--- config.mk ---
export PLATFORM = sky130hd
export DESIGN_NAME = rom_sequencer
export DESIGN_NICKNAME = d
export VERILOG_FILES = /design/src/rtl/rom_sequencer.sv
export SDC_FILE = /design/constraint.sdc
export NUM_CORES = 1
export LEC_CHECK = 0
export BUFFER_PORTS_ARGS = -buffer_cell sky130_fd_sc_hd__buf_2
export CORE_MARGIN = 4
export CORE_UTILIZATION = 38
export CTS_BUF_LIST = sky130_fd_sc_hd__clkbuf_16
export DETAILED_ROUTE_END_ITERATION = 8
export PLACE_DENSITY_LB_ADDON = 0.25
export REMOVE_ABC_BUFFERS = 1
export SLEW_MARGIN = 20
export SYNTH_ARGS = -nofsm -noshare
export SYNTH_HDL_FRONTEND = slang
export SYNTH_SLANG_ARGS = --single-unit
--- constraint.sdc ---
create_clock -name clk -period 1.8 [get_ports clk]
set_input_delay 0.09 -clock clk [delete_from_list [all_inputs] [get_ports clk]]
set_output_delay 0.09 -clock clk [all_outputs]
set_load 0.01 [all_outputs]
--- src/rtl/rom_sequencer.sv ---
// ROM-driven instruction sequencer: fetches 20-bit words, issues operands
// via valid/ready, supports single-step, halt and a manual (disabled) mode.
//
// Ports:
//   clk, reset             rising-edge clock, synchronous active-high reset
//   enable                 1 = run from ROM, 0 = manual mode (IDLE)
//   step_mode, step        single-step select and advance pulse
//   rom_addr, rom_data     ROM address out, word back one cycle later
//                          rom_data = {halt, opcode[2:0], a[7:0], b[7:0]}
//   cpu_a/b/opcode/valid   instruction to the operand mux
//   cpu_ready              consumer accepts the instruction this cycle
//   halted, pc             HALT status, current instruction address
//   instr_count            saturating count of accepted instructions
module rom_sequencer #(
  parameter int          PC_W      = 4,
  parameter int unsigned LAST_ADDR = (1 << PC_W) - 1
) (
  input  logic            clk,
  input  logic            reset,
  input  logic            enable,
  input  logic            step_mode,
  input  logic            step,
  output logic [PC_W-1:0] rom_addr,
  input  logic [19:0]     rom_data,
  output logic [7:0]      cpu_a,
  output logic [7:0]      cpu_b,
  output logic [2:0]      cpu_opcode,
  output logic            cpu_valid,
  input  logic            cpu_ready,
  output logic            halted,
  output logic [PC_W-1:0] pc,
  output logic [7:0]      instr_count
);

  typedef enum logic [2:0] {
    S_IDLE,
    S_FETCH,
    S_WAIT,
    S_ISSUE,
    S_STEPWAIT,
    S_HALT
  } state_e;

  state_e          state_q, state_d;
  logic [PC_W-1:0] pc_q, pc_d;
  logic [7:0]      cnt_q, cnt_d;
  logic [7:0]      a_q, a_d;
  logic [7:0]      b_q, b_d;
  logic [2:0]      op_q, op_d;
  logic            accept;

  assign accept = (state_q == S_ISSUE) && cpu_ready;

  always_comb begin
    state_d = state_q;
    pc_d    = pc_q;
    cnt_d   = cnt_q;
    a_d     = a_q;
    b_d     = b_q;
    op_d    = op_q;

    // Acceptance counts even if enable drops in the same cycle.
    if (accept) begin
      pc_d  = (pc_q == PC_W'(LAST_ADDR)) ? '0 : pc_q + 1'b1;
      cnt_d = (cnt_q == 8'hFF) ? cnt_q : cnt_q + 8'd1;
    end

    unique case (state_q)
      S_IDLE: begin
        if (enable) state_d = S_FETCH;
      end
      S_FETCH: begin
        state_d = S_WAIT;
      end
      S_WAIT: begin
        if (rom_data[19]) begin
          state_d = S_HALT;
        end else begin
          state_d = S_ISSUE;
          if (enable) begin
            a_d  = rom_data[15:8];
            b_d  = rom_data[7:0];
            op_d = rom_data[18:16];
          end
        end
      end
      S_ISSUE: begin
        if (cpu_ready) begin
          state_d = step_mode ? S_STEPWAIT : S_FETCH;
        end
      end
      S_STEPWAIT: begin
        if (step) state_d = S_FETCH;
      end
      S_HALT: begin
        state_d = S_HALT;
      end
      default: begin
        state_d = S_IDLE;
      end
    endcase

    // Dropping enable abandons any unaccepted word; pc is kept so the
    // same address is re-fetched on re-enable.
    if (!enable) state_d = S_IDLE;
  end

  always_ff @(posedge clk) begin
    if (reset) begin
      state_q <= S_IDLE;
      pc_q    <= '0;
      cnt_q   <= '0;
      a_q     <= '0;
      b_q     <= '0;
      op_q    <= '0;
    end else begin
      state_q <= state_d;
      pc_q    <= pc_d;
      cnt_q   <= cnt_d;
      a_q     <= a_d;
      b_q     <= b_d;
      op_q    <= op_d;
    end
  end

  assign rom_addr    = pc_q;
  assign pc          = pc_q;
  assign instr_count = cnt_q;
  assign cpu_a       = a_q;
  assign cpu_b       = b_q;
  assign cpu_opcode  = op_q;
  assign cpu_valid   = (state_q == S_ISSUE);
  assign halted      = (state_q == S_HALT);

endmodule

# Word-level counts from Yosys, hierarchy flattened
# Index checks and enable logic that the tools add are counted.
# Widths: inputs -> output; s select.
dict set report classes {
  n_reduce_logical 6
  mux 6
  eq_ne 9
  n_mul 0
  bitwise 3
  add_sub_neg 2
  shifts 0
  n_div 0
  order_cmp 0
}
# operator n
set ops {}
lappend ops {{$pmux 3 s6} 1}
lappend ops {{$mux 3} 4}
lappend ops {{$add 8x1->8 const B} 1}
lappend ops {{$eq 8x8->1 const B} 1}
lappend ops {{$eq 3x2->1 const B} 2}
lappend ops {{$eq 3x3->1 const B} 2}
lappend ops {{$add 4x1->4 const B} 1}
lappend ops {{$eq 4x4->1 const B} 1}
lappend ops {{$mux 4} 1}
lappend ops {{$reduce_and 2->1} 2}
lappend ops {{$eq 3x1->1 const B} 1}
lappend ops {{$logic_not 3->1} 1}
lappend ops {{$not 1->1} 3}
lappend ops {{$reduce_and 3->1} 1}
lappend ops {{$ne 2x1->1 const B} 1}
lappend ops {{$ne 2x2->1 const B} 1}
lappend ops {{$reduce_or 2->1} 1}
lappend ops {{$logic_and 1x1->1} 1}
dict set report word_totals {
  inputBits 26
  latch_bits 0
  mem_bits_ro 0
  ff_bits 34
  word_cells 32
  memories 0
  mem_bits_rw 0
  out_inout_bits 37
}

# Depth between registers and ports, before layout
# Gate-level depths: netlist (run 1).
dict set report depth {
  word_depth 3
  mapped_depth 6
  ltp_nobuf 5
}

# Worst setup path before layout (run 1)
# OpenSTA, ideal clock, no wires.
dict set report synth_path {
  kind {register to register}
  start {register state_q[1]}
  end {register a_q[0] (netlist: cpu_a[0])}
  slack_ns 0.301
  required_ns 1.668
  setup_time_ns 0.132
  arrival_ns 1.366
  n_path_buf 2
  period_less_slack_ns 1.499
  stages_incl_launch_ff 7
  cell_sequence {dfxtp_1 nand2b_4 or4b_4 buf_6 buf_6 nand2_1 a21oi_1}
}
dict set report synth_via {
  elab_chain_cells 2
}
# element line_no
set synth_rtl {}
lappend synth_rtl {{start: declaration} 44} ;# state_e state_q, state_d;
lappend synth_rtl {{start signal: assignment} 117} ;# state_q <= state_d;
lappend synth_rtl {{$eq 3x2->1} 68} ;# unique case (state_q)
lappend synth_rtl {{$reduce_and 3->1 (no line)} --}
lappend synth_rtl {{end signal: assignment} 113} ;# a_q <= '0;
lappend synth_rtl {{end signal: assignment} 120} ;# a_q <= a_d;
lappend synth_rtl {{end: declaration} 47} ;# logic [7:0] a_q, a_d;
# No other way between the ends.
# A chain may end at the register's enable or synchronous reset.

# Final worst setup path (run 1)
dict set report layout_path {
  start {register state_q[1]}
  end {register cnt_q[7] (netlist: instr_count[7])}
}
dict set report layout_via {
  elab_chain_cells 3
}
# element line_no
set layout_rtl {}
lappend layout_rtl {{$eq 3x2->1} 52} ;# assign accept = (state_q == S_ISSUE) && cpu_ready;
lappend layout_rtl {{$logic_and 1x1->1} 52}
lappend layout_rtl {{$reduce_and 2->1 (no line)} --}
lappend layout_rtl {{end signal: assignment} 119} ;# cnt_q <= cnt_d;
lappend layout_rtl {{end: declaration} 46} ;# logic [7:0] cnt_q, cnt_d;
# No other way between the ends.

==> results of run 1 <==
==> worst reg2reg max path: cells and delay by family (launching register included) <==
family | cells | cell delay [ns]
AO/OA/AOI/OAI | 2 | 0.44
flip-flops | 1 | 0.42
AND/OR/NAND/NOR | 2 | 0.61
==> sequential cells by signal, indices dropped and copies added, names as in the netlist <==
register / flops
cpu_b: 8
cpu_opcode: 3
pc: 4
state_q: 3
cpu_a: 8
instr_count: 8
==> kinds of logic after synthesis <==
group / count (synthesis) / share of synthesized area
multiplexers: 3 / 0.0215
AO/OA/AOI/OAI: 36 / 0.145
XOR/XNOR: 6 / 0.0361
adder cells (fa/ha/maj): 2 / 0.0172
flip-flops: 34 / 0.467
buffers and inverters: 15 / 0.0635
AND/OR/NAND/NOR: 77 / 0.250
==> through the flow <==
stage | setup slack (ns) | area [um^2]
floorplan | 0.305 | 1380
global placement | 0.274 | 1770
detailed placement | 0.203 | 1770
CTS | 0.200 | 1930
global route | 0.0279 | 1930
finish | 0.210 | 1930
==> worst max path at each step <==
stage               cells after the start             end  slack [ns]  startpoint
global route                            4  instr_count[7]        0.03  state_q[1]
CTS                                     4  instr_count[7]        0.20  state_q[1]
global placement                        4           pc[3]        0.27  state_q[1]
finish                                  4  instr_count[7]        0.21  state_q[1]
detailed placement                      4  instr_count[7]        0.20  state_q[1]
floorplan                               4           pc[3]        0.30  state_q[0]
==> per-layer routing <==
layer | part of all wire | vias up | global-route usage
met5 | 0 | - | 0
met4 | 0.0090 | 0 | 0.0383
met3 | 0.088 | 4 | 0.0489
met2 | 0.45 | 48 | 0.201
met1 | 0.46 | 599 | 0.165
li1 | - | 708 | -
==> synth_stat cells (all sizes together) <==
| master | count | area (um^2) |
|---|---|---|
| mux2i | 2 | 20.0 |
| mux2 | 1 | 11.3 |
| or3 | 1 | 6.26 |
| xor2 | 6 | 52.6 |
| or4b | 1 | 13.8 |
| nor2 | 14 | 52.6 |
| nand2 | 45 | 169 |
| nand3 | 3 | 15.0 |
| dfxtp | 34 | 681 |
| o21ai | 4 | 20.0 |
| and2 | 2 | 12.5 |
| o311ai | 1 | 8.76 |
| clkbuf | 3 | 11.3 |
| o211ai | 2 | 15.0 |
| and4b | 1 | 10.0 |
| and3 | 1 | 6.26 |
| nor4b | 1 | 23.8 |
| o2111ai | 2 | 17.5 |
| a221oi | 1 | 8.76 |
| o311a | 1 | 10.0 |
| nor3 | 2 | 10.0 |
| o41ai | 1 | 8.76 |
| nor2b | 1 | 6.26 |
| a21oi | 23 | 115 |
| ha | 2 | 25.0 |
| nand2b | 3 | 26.3 |
| a211oi | 1 | 7.51 |
| nand4 | 2 | 12.5 |
| inv | 3 | 11.3 |
| buf | 9 | 70.1 |
==> cell type report <==
| class | instances | area share |
|---|---|---|
| sequential | 34 | 0.352 |
| multi-input combinational | 124 | 0.354 |
| inverter | 3 | 0.00582 |
| timing repair buffer | 65 | 0.172 |
| clock inverter | 3 | 0.0207 |
| clock buffer | 5 | 0.0647 |
| tap | 48 | 0.0310 |
==> report_power, final <==
group          leakage, nW  internal (mW)  total [mW]  switching [mW]
sequential           0.274          0.759       0.763         0.00482
combinational        0.511         0.0342      0.0724          0.0382
clock               0.0836          0.646       0.933           0.287
total                0.869           1.44        1.77           0.330
==> run metrics, run 1 <==
synth unique cells=33; Clk Latency, worst-skew pair=0.27 ns; final hold violation count=0; fill count=around 360; total CTS buffers=5; Residual DRC=0; Synth Cell Area=around 1500 um^2; vias in the first global route=1207; clock skew=0.00306 ns; first-pass GRT wire length=5.29 mm; status=completed; clock root cell=clkbuf_16; Iter 0 DRT Violations=67; worst hold stages=3; largest net degree at the start of global routing=23; Req. time, crit path=1.94 ns; Multi-input gate area=slightly below 700 um^2; # setup viols final=0; Peak VDD IR=0.000613 V; Slew headroom=0.725; Slew Viols, Final=0; Initial Util=0.395; # rows=22; synth warn=0; initial antenna violation count=0; maximum clock path buffer count=2; Port Buffers=62; Fin Hold WS=~0.058 ns; R2R cell count=4; fin nets=approximately 260; Post-Layout Cell Count=282; Total Wirelength=3.22 mm; sequential cell area fraction in the yosys report=0.467; Worst-Margin Slew=0.412 ns; Vias=1359; area delta synth->final=32.7%; Ports=63; Hold WC Path Type=in -> reg; register-to-register setup slack=0.21 ns; crit path DAT=1.73 ns; r2r endpoint=instr_count[7]; Final Util=0.524; layout cell share with drive strength beyond 1=0.329; r2r startpoint=state_q[1]; CP max FO=12; Cells after Synth=~170; dpl cells=274; Setup TNS=0 ns; crit-path cells=and4b_1 -> nand2_1 -> o311ai_0 -> o41ai_1; CTS sink count=34; Final period util=0.884; Pre-antenna DRT Iters=4; Tmin final=1.59 ns; CTS tree=done; f_max=between 600 and 700 MHz; WP buf/inv=0; Power Total=~1.8 mW; Slowest Stage Delay on Critical Path=0.49 ns; H-tree depth=2; post-DR vias/cell=4.82; drt wl/cell=between 10 and 15 um; Die ar.=around 4900 um^2; Power per Cell Area=915 nW/um^2; #FFs+latches synth=34; antenna viol nets, final=0; Setup Fix Bufs, Post-CTS=0; RSZ-0062 raised after global routing=no; CP endpoint kind=flop; CTS-repair resized insts=0; Die Ht=69.9 um; hold_buf cts=0; number of antenna diodes=0; worst hold start=rom_data[4]; CORE AREA=3690 um^2; Post-DP HPWL=~2.4 mm; MaxCap Viol Count=0; delay-heaviest family, CP=simple AND/OR/NAND/NOR gates; sequential cell area=between 600 and 700 um^2; total grt overflow=0; gp weighted congestion=between 0.7 and 0.8; Critical-path top delay cell=and4b_1; CP Class=reg -> reg; Leak=0.869 nW; most common cell after layout, fill and taps aside=buf_2; Avg Cell Area, Syn=between 8 and 9 um^2; clock transition at the registers of the reported paths=0.05 ns; most frequent cells in the layout=buf_2 (62), nand2_1 (45), dfxtp_1 (34); Die W=69.9 um; Setup crit start kind=flop; total routing usage reported by global routing=0.129; Worst Hold End=cpu_b[4]
(Power assumes the default switching activity.)
==> run 2, diff against run 1 <==
--- a/config.mk
+++ b/config.mk
@@ -6,8 +6,10 @@
 export NUM_CORES = 1
 export LEC_CHECK = 0
 export BUFFER_PORTS_ARGS = -buffer_cell sky130_fd_sc_hd__buf_2
+export CELL_PAD_IN_SITES_DETAIL_PLACEMENT = 0
+export CELL_PAD_IN_SITES_GLOBAL_PLACEMENT = 2
 export CORE_MARGIN = 4
-export CORE_UTILIZATION = 38
+export CORE_UTILIZATION = 25
 export CTS_BUF_LIST = sky130_fd_sc_hd__clkbuf_16
 export DETAILED_ROUTE_END_ITERATION = 8
 export PLACE_DENSITY_LB_ADDON = 0.25
==> run metrics, run 2 (same netlist as run 1, synthesis figures left out) <==
status=completed; dpl cells=299 (+9.1%); layout cell share with drive strength beyond 1=0.321 (-0.00855); most common cell after layout, fill and taps aside=buf_2; Die Ht=84.4 um (+21%); Ports=63 (unchanged); CORE AREA=5570 um^2 (+51%); drt wl/cell=12.2 um (+6.8%); Power per Cell Area=825 nW/um^2 (-9.7%); final hold violation count=0 (unchanged); Setup WS post-layout=0.275 ns (+0.0659 ns); Setup crit start kind=flop; Peak VDD IR=0.000322 V (-48%); MaxCap Viol Count=0 (unchanged); CP max FO=9 (-3); number of antenna diodes=0 (unchanged); Die ar.=7120 um^2 (+46%); Slowest Stage Delay on Critical Path=0.43 ns (-0.06 ns); Initial Util=0.262 (-0.134); Critical-path top delay cell=dfxtp_1; Setup TNS=0 ns (unchanged); Clk Latency, worst-skew pair=0.27 ns (about the same); RSZ-0062 raised after global routing=no; clock root cell=clkbuf_16; Pre-antenna DRT Iters=4 (unchanged); Total Wirelength=3.73 mm (+16%); Power Total=1.60 mW (-9.5%); CTS sink count=34 (unchanged); Final Util=0.348 (-0.176); total CTS buffers=5 (unchanged); fin nets=262 (+0.38%); CP Class=reg -> reg; Final period util=0.847 (-0.0366); Tmin final=1.52 ns (-0.0659 ns); WP buf/inv=0 (unchanged); # setup viols final=0 (unchanged); Slew headroom=0.755 (+0.0296); Worst-Margin Slew=0.364 ns (-0.0479 ns); hold_buf cts=0 (unchanged); Setup Fix Bufs, Post-CTS=0 (unchanged); Port Buffers=62 (unchanged); Finished Cell Area=1940 um^2 (+0.26%); area delta synth->final=33.0%; gp weighted congestion=0.732 (-2.9%); post-DR vias/cell=4.39 (-8.9%); clock transition at the registers of the reported paths=0.05 ns (about the same); total routing usage reported by global routing=0.109 (-0.0198); H-tree depth=2 (unchanged); pre-CTS setup slack=0.287 ns (+0.0849 ns); Slew Viols, Final=0 (unchanged); Fin Hold WS=0.0562 ns (-0.00162 ns); CP endpoint kind=flop; Residual DRC=0 (unchanged); total grt overflow=0 (unchanged); # rows=27 (+23%); antenna viol nets, final=0 (unchanged); maximum clock path buffer count=2 (unchanged); Vias=1343 (-1.2%); CTS tree=done; Iter 0 DRT Violations=44 (-34%); Hold WC Path Type=in -> reg; vias in the first global route=1246 (+3.2%); CTS-repair resized insts=0 (unchanged); delay-heaviest family, CP=simple AND/OR/NAND/NOR gates; crit path DAT=1.73 ns (about the same); f_max=656 MHz (+4.3%); first-pass GRT wire length=6.22 mm (+17%); Post-DP HPWL=2.76 mm (+16%); crit-path cells=and4b_1 -> nand2_1 -> or3_1 -> a21oi_1; largest net degree at the start of global routing=20 (-13%); clock skew=0.00470 ns (+0.00164 ns); Req. time, crit path=2.00 ns (+0.06 ns); most frequent cells in the layout=buf_2 (62), nand2_1 (45), dfxtp_1 (34); Post-Layout Cell Count=306 (+8.5%); Leak=0.863 nW (-0.67%); Die W=84.4 um (+21%); initial antenna violation count=0 (unchanged); Placed Instance Area=1810 um^2 (+2.1%)
==> run 2: cell types whose count changed in the layout (fill, tap and decap cells not counted), sizes merged <==
cell	before	now
inv	3	5
bufinv	1	0
clkinv	2	0
buf	65	66
==> run 2: path summary, 6_finish.rpt <==
kind / start / endpoint / slack [ns] / cells past startpoint
worst max-delay path: state_q[1] / pc[3] / 0.28 / 4
worst min register to register: cpu_a[4] / cpu_a[4] / 0.45 / 2
worst max register to register: state_q[1] / pc[3] / 0.28 / 4
worst min-delay path: rom_data[5] / cpu_b[5] / 0.06 / 3
==> run 2: power breakdown <==
group / internal (mW) / total, mW / switching, mW / leakage, nW
Sequential: 0.760 / 0.764 / 0.00496 / 0.274
Combinational: 0.0343 / 0.0740 / 0.0396 / 0.516
Clock: 0.492 / 0.762 / 0.270 / 0.0723
==> run 2: final cells by class <==
type                       count  area, um^2
multi-input combinational    124         684
clock inverter                 2        7.51
inverter                       3        11.3
tap                           72        90.1
sequential                    34         681
timing repair buffer          66         340
clock buffer                   5         125
fill                         624        3630
==> run 2: worst min-delay path: stages <==
cell     delay [ns]
buf_2          0.09
nand2_1        0.04
a21oi_1        0.05
==> run 2: per-layer routing <==
metal,wire [um],up-vias,track usage,share of wire
met3,287,2,0.0461,0.077
met2,1700,45,0.172,0.46
met4,20,0,0.0345,0.0054
li1,-,701,-,-
met5,0,-,0,0
met1,1720,595,0.136,0.46
==> run 3, diff against run 2 <==
--- a/config.mk
+++ b/config.mk
@@ -9,7 +9,7 @@
 export CELL_PAD_IN_SITES_DETAIL_PLACEMENT = 0
 export CELL_PAD_IN_SITES_GLOBAL_PLACEMENT = 2
 export CORE_MARGIN = 4
-export CORE_UTILIZATION = 25
+export CORE_UTILIZATION = 23
 export CTS_BUF_LIST = sky130_fd_sc_hd__clkbuf_16
 export DETAILED_ROUTE_END_ITERATION = 8
 export PLACE_DENSITY_LB_ADDON = 0.25
==> constraint.sdc (replaced) <==
create_clock -name clk -period 1.3 [get_ports clk]
set_input_delay 0.065 -clock clk [delete_from_list [all_inputs] [get_ports clk]]
set_output_delay 0.065 -clock clk [all_outputs]
set_load 0.01 [all_outputs]
==> run metrics, run 3 (same netlist as run 1, synthesis figures left out) <==
area delta synth->final=57.7%; clock root cell=clkbuf_16; gp weighted congestion=0.776 (+5.9%); R2R cell count=5 (+1); Leak=1.00 nW (+16%); Worst Hold End=cpu_a[5]; hold_buf cts=0 (unchanged); Worst-Margin Slew=0.257 ns (-0.107 ns); most common cell after layout, fill and taps aside=buf_2; Residual DRC=0 (unchanged); Power per Cell Area=1170 nW/um^2 (+42%); Finished Cell Area=2300 um^2 (+19%); Clk Latency, worst-skew pair=0.27 ns (about the same); Setup crit start kind=flop; Pre-antenna DRT Iters=4 (unchanged); Slew Viols, Final=0 (unchanged); worst hold stages=3 (unchanged); H-tree depth=2 (unchanged); Setup TNS=-1.11 ns (-1.11 ns); CTS sink count=34 (unchanged); Req. time, crit path=1.51 ns (-0.49 ns); Peak VDD IR=0.000491 V (+53%); CTS tree=done; r2r startpoint=state_q[0]; fill count=633 (+1.4%); status=finished, violations left; Vias=1470 (+9.5%); Hold WC Path Type=in -> reg; CP Class=reg -> reg; maximum clock path buffer count=2 (unchanged); drt wl/cell=13.3 um (+9.3%); number of antenna diodes=0 (unchanged); CP endpoint kind=flop; r2r endpoint=pc[3]; Placed Instance Area=1950 um^2 (+8.0%); layout cell share with drive strength beyond 1=0.480 (+0.160); total CTS buffers=5 (unchanged); antenna viol nets, final=0 (unchanged); Iter 0 DRT Violations=31 (-30%); total grt overflow=0 (unchanged); CORE AREA=6030 um^2 (+8.1%); Die ar.=7680 um^2 (+7.9%); Total Wirelength=4.41 mm (+18%); clock skew=0.00348 ns (-0.00122 ns); first-pass GRT wire length=6.52 mm (+4.9%); # setup viols final=23 (+23); post-DR vias/cell=4.44 (+1.2%); CP max FO=5 (-4); most frequent cells in the layout=buf_2 (62), nand2_1 (43), dfxtp_1 (24); Post-DP HPWL=2.92 mm (+5.7%); worst hold start=rom_data[13]; initial antenna violation count=0 (unchanged); register-to-register setup slack=-0.1 ns (-0.37 ns); Die W=87.6 um (+3.9%); Die Ht=87.6 um (+3.9%); MaxCap Viol Count=0 (unchanged); failing checks=negative setup slack; Ports=63 (unchanged); fin nets=283 (+8.0%); crit path DAT=1.61 ns (-0.12 ns); Port Buffers=62 (unchanged); Initial Util=0.242 (-0.0196); vias in the first global route=1370 (+10%); Final period util=1.08 (+0.229); RSZ-0062 raised after global routing=yes; largest net degree at the start of global routing=23 (+15%); total routing usage reported by global routing=0.111 (+0.00195); Tmin final=1.40 ns (-0.125 ns); Setup WS post-layout=-0.0994 ns (-0.375 ns); final hold violation count=0 (unchanged); Slew headroom=0.828 (+0.0733); clock transition at the registers of the reported paths=0.06 ns (about the same); f_max=715 MHz (+8.9%); # rows=28 (+3.7%)
[run 3: cell count changes in the layout (fill, tap and decap cells not counted), moves of 5 or more]
cell,previous run,this run
buf_4,4,18
dfxtp_1,34,24
dfxtp_2,0,8
buf_6,0,5
[run 3: worst max-delay path by stage]
stage	startpoint	to	slack, ns	cells past startpoint
6_report	state_q[0]	pc[3]	-0.1	5
3_5_place_dp	state_q[1]	cpu_b[4]	-0.13	4
5_1_grt	state_q[0]	pc[3]	-0.16	5
4_1_cts	state_q[2]	cpu_a[7]	-0.07	6
2_1_floorplan	state_q[0]	pc[3]	-0.20	4
3_3_place_gp	state_q[1]	cpu_a[3]	-0.13	4
[run 3: final cells by class]
| class | instances | area (um^2) | area share |
|---|---|---|---|
| clock inverters | 3 | 63.8 | 0.0278 |
| repair buffers | 86 | 522 | 0.227 |
| inverters | 3 | 11.3 | 0.00490 |
| flip-flops and latches | 34 | 698 | 0.304 |
| multi-input cells | 125 | 785 | 0.341 |
| clock buffers | 5 | 125 | 0.0544 |
| well taps | 75 | 93.8 | 0.0408 |
[run 3: worst max-delay path, stage by stage (launching register included)]
cell     delay, ns
dfxtp_4       0.38
and4b_2       0.33
buf_4         0.14
nand2_2       0.04
or3_1         0.31
a21oi_1       0.14
[run 3: power breakdown]
group          internal (mW)  switching, mW  total (mW)
logic                 0.0566         0.0642       0.121
registers               1.05        0.00695        1.05
clock network           1.09          0.428        1.52
total                   2.20          0.500        2.69
[run 3: repair_timing]
item	in CTS	in global routing
setup endpoints to repair	28	31
pin swaps	6	13
setup buffers	0	4
resized for setup	15	22
gates cloned	1	0
[run 3: metal layers]
layer,part of all wire,track usage
met1,0.44,0.134
met4,0.015,0.0460
met2,0.49,0.187
met3,0.061,0.0301
met5,0,0
[run 3: through the flow]
stage	utilization	instances	hold slack (ns)	total power, mW	setup WS [ns]
2_1_floorplan	-	161	0.134	1.11	-0.195
4_1_cts	0.364	328	0.0190	2.73	-0.0735
3_3_place_gp	0.324	319	0.312	1.19	-0.131
5_1_grt	0.381	331	0.0180	2.81	-0.155
3_5_place_dp	0.324	319	0.314	1.19	-0.131
6_report	0.381	331	0.0230	2.69	-0.0994
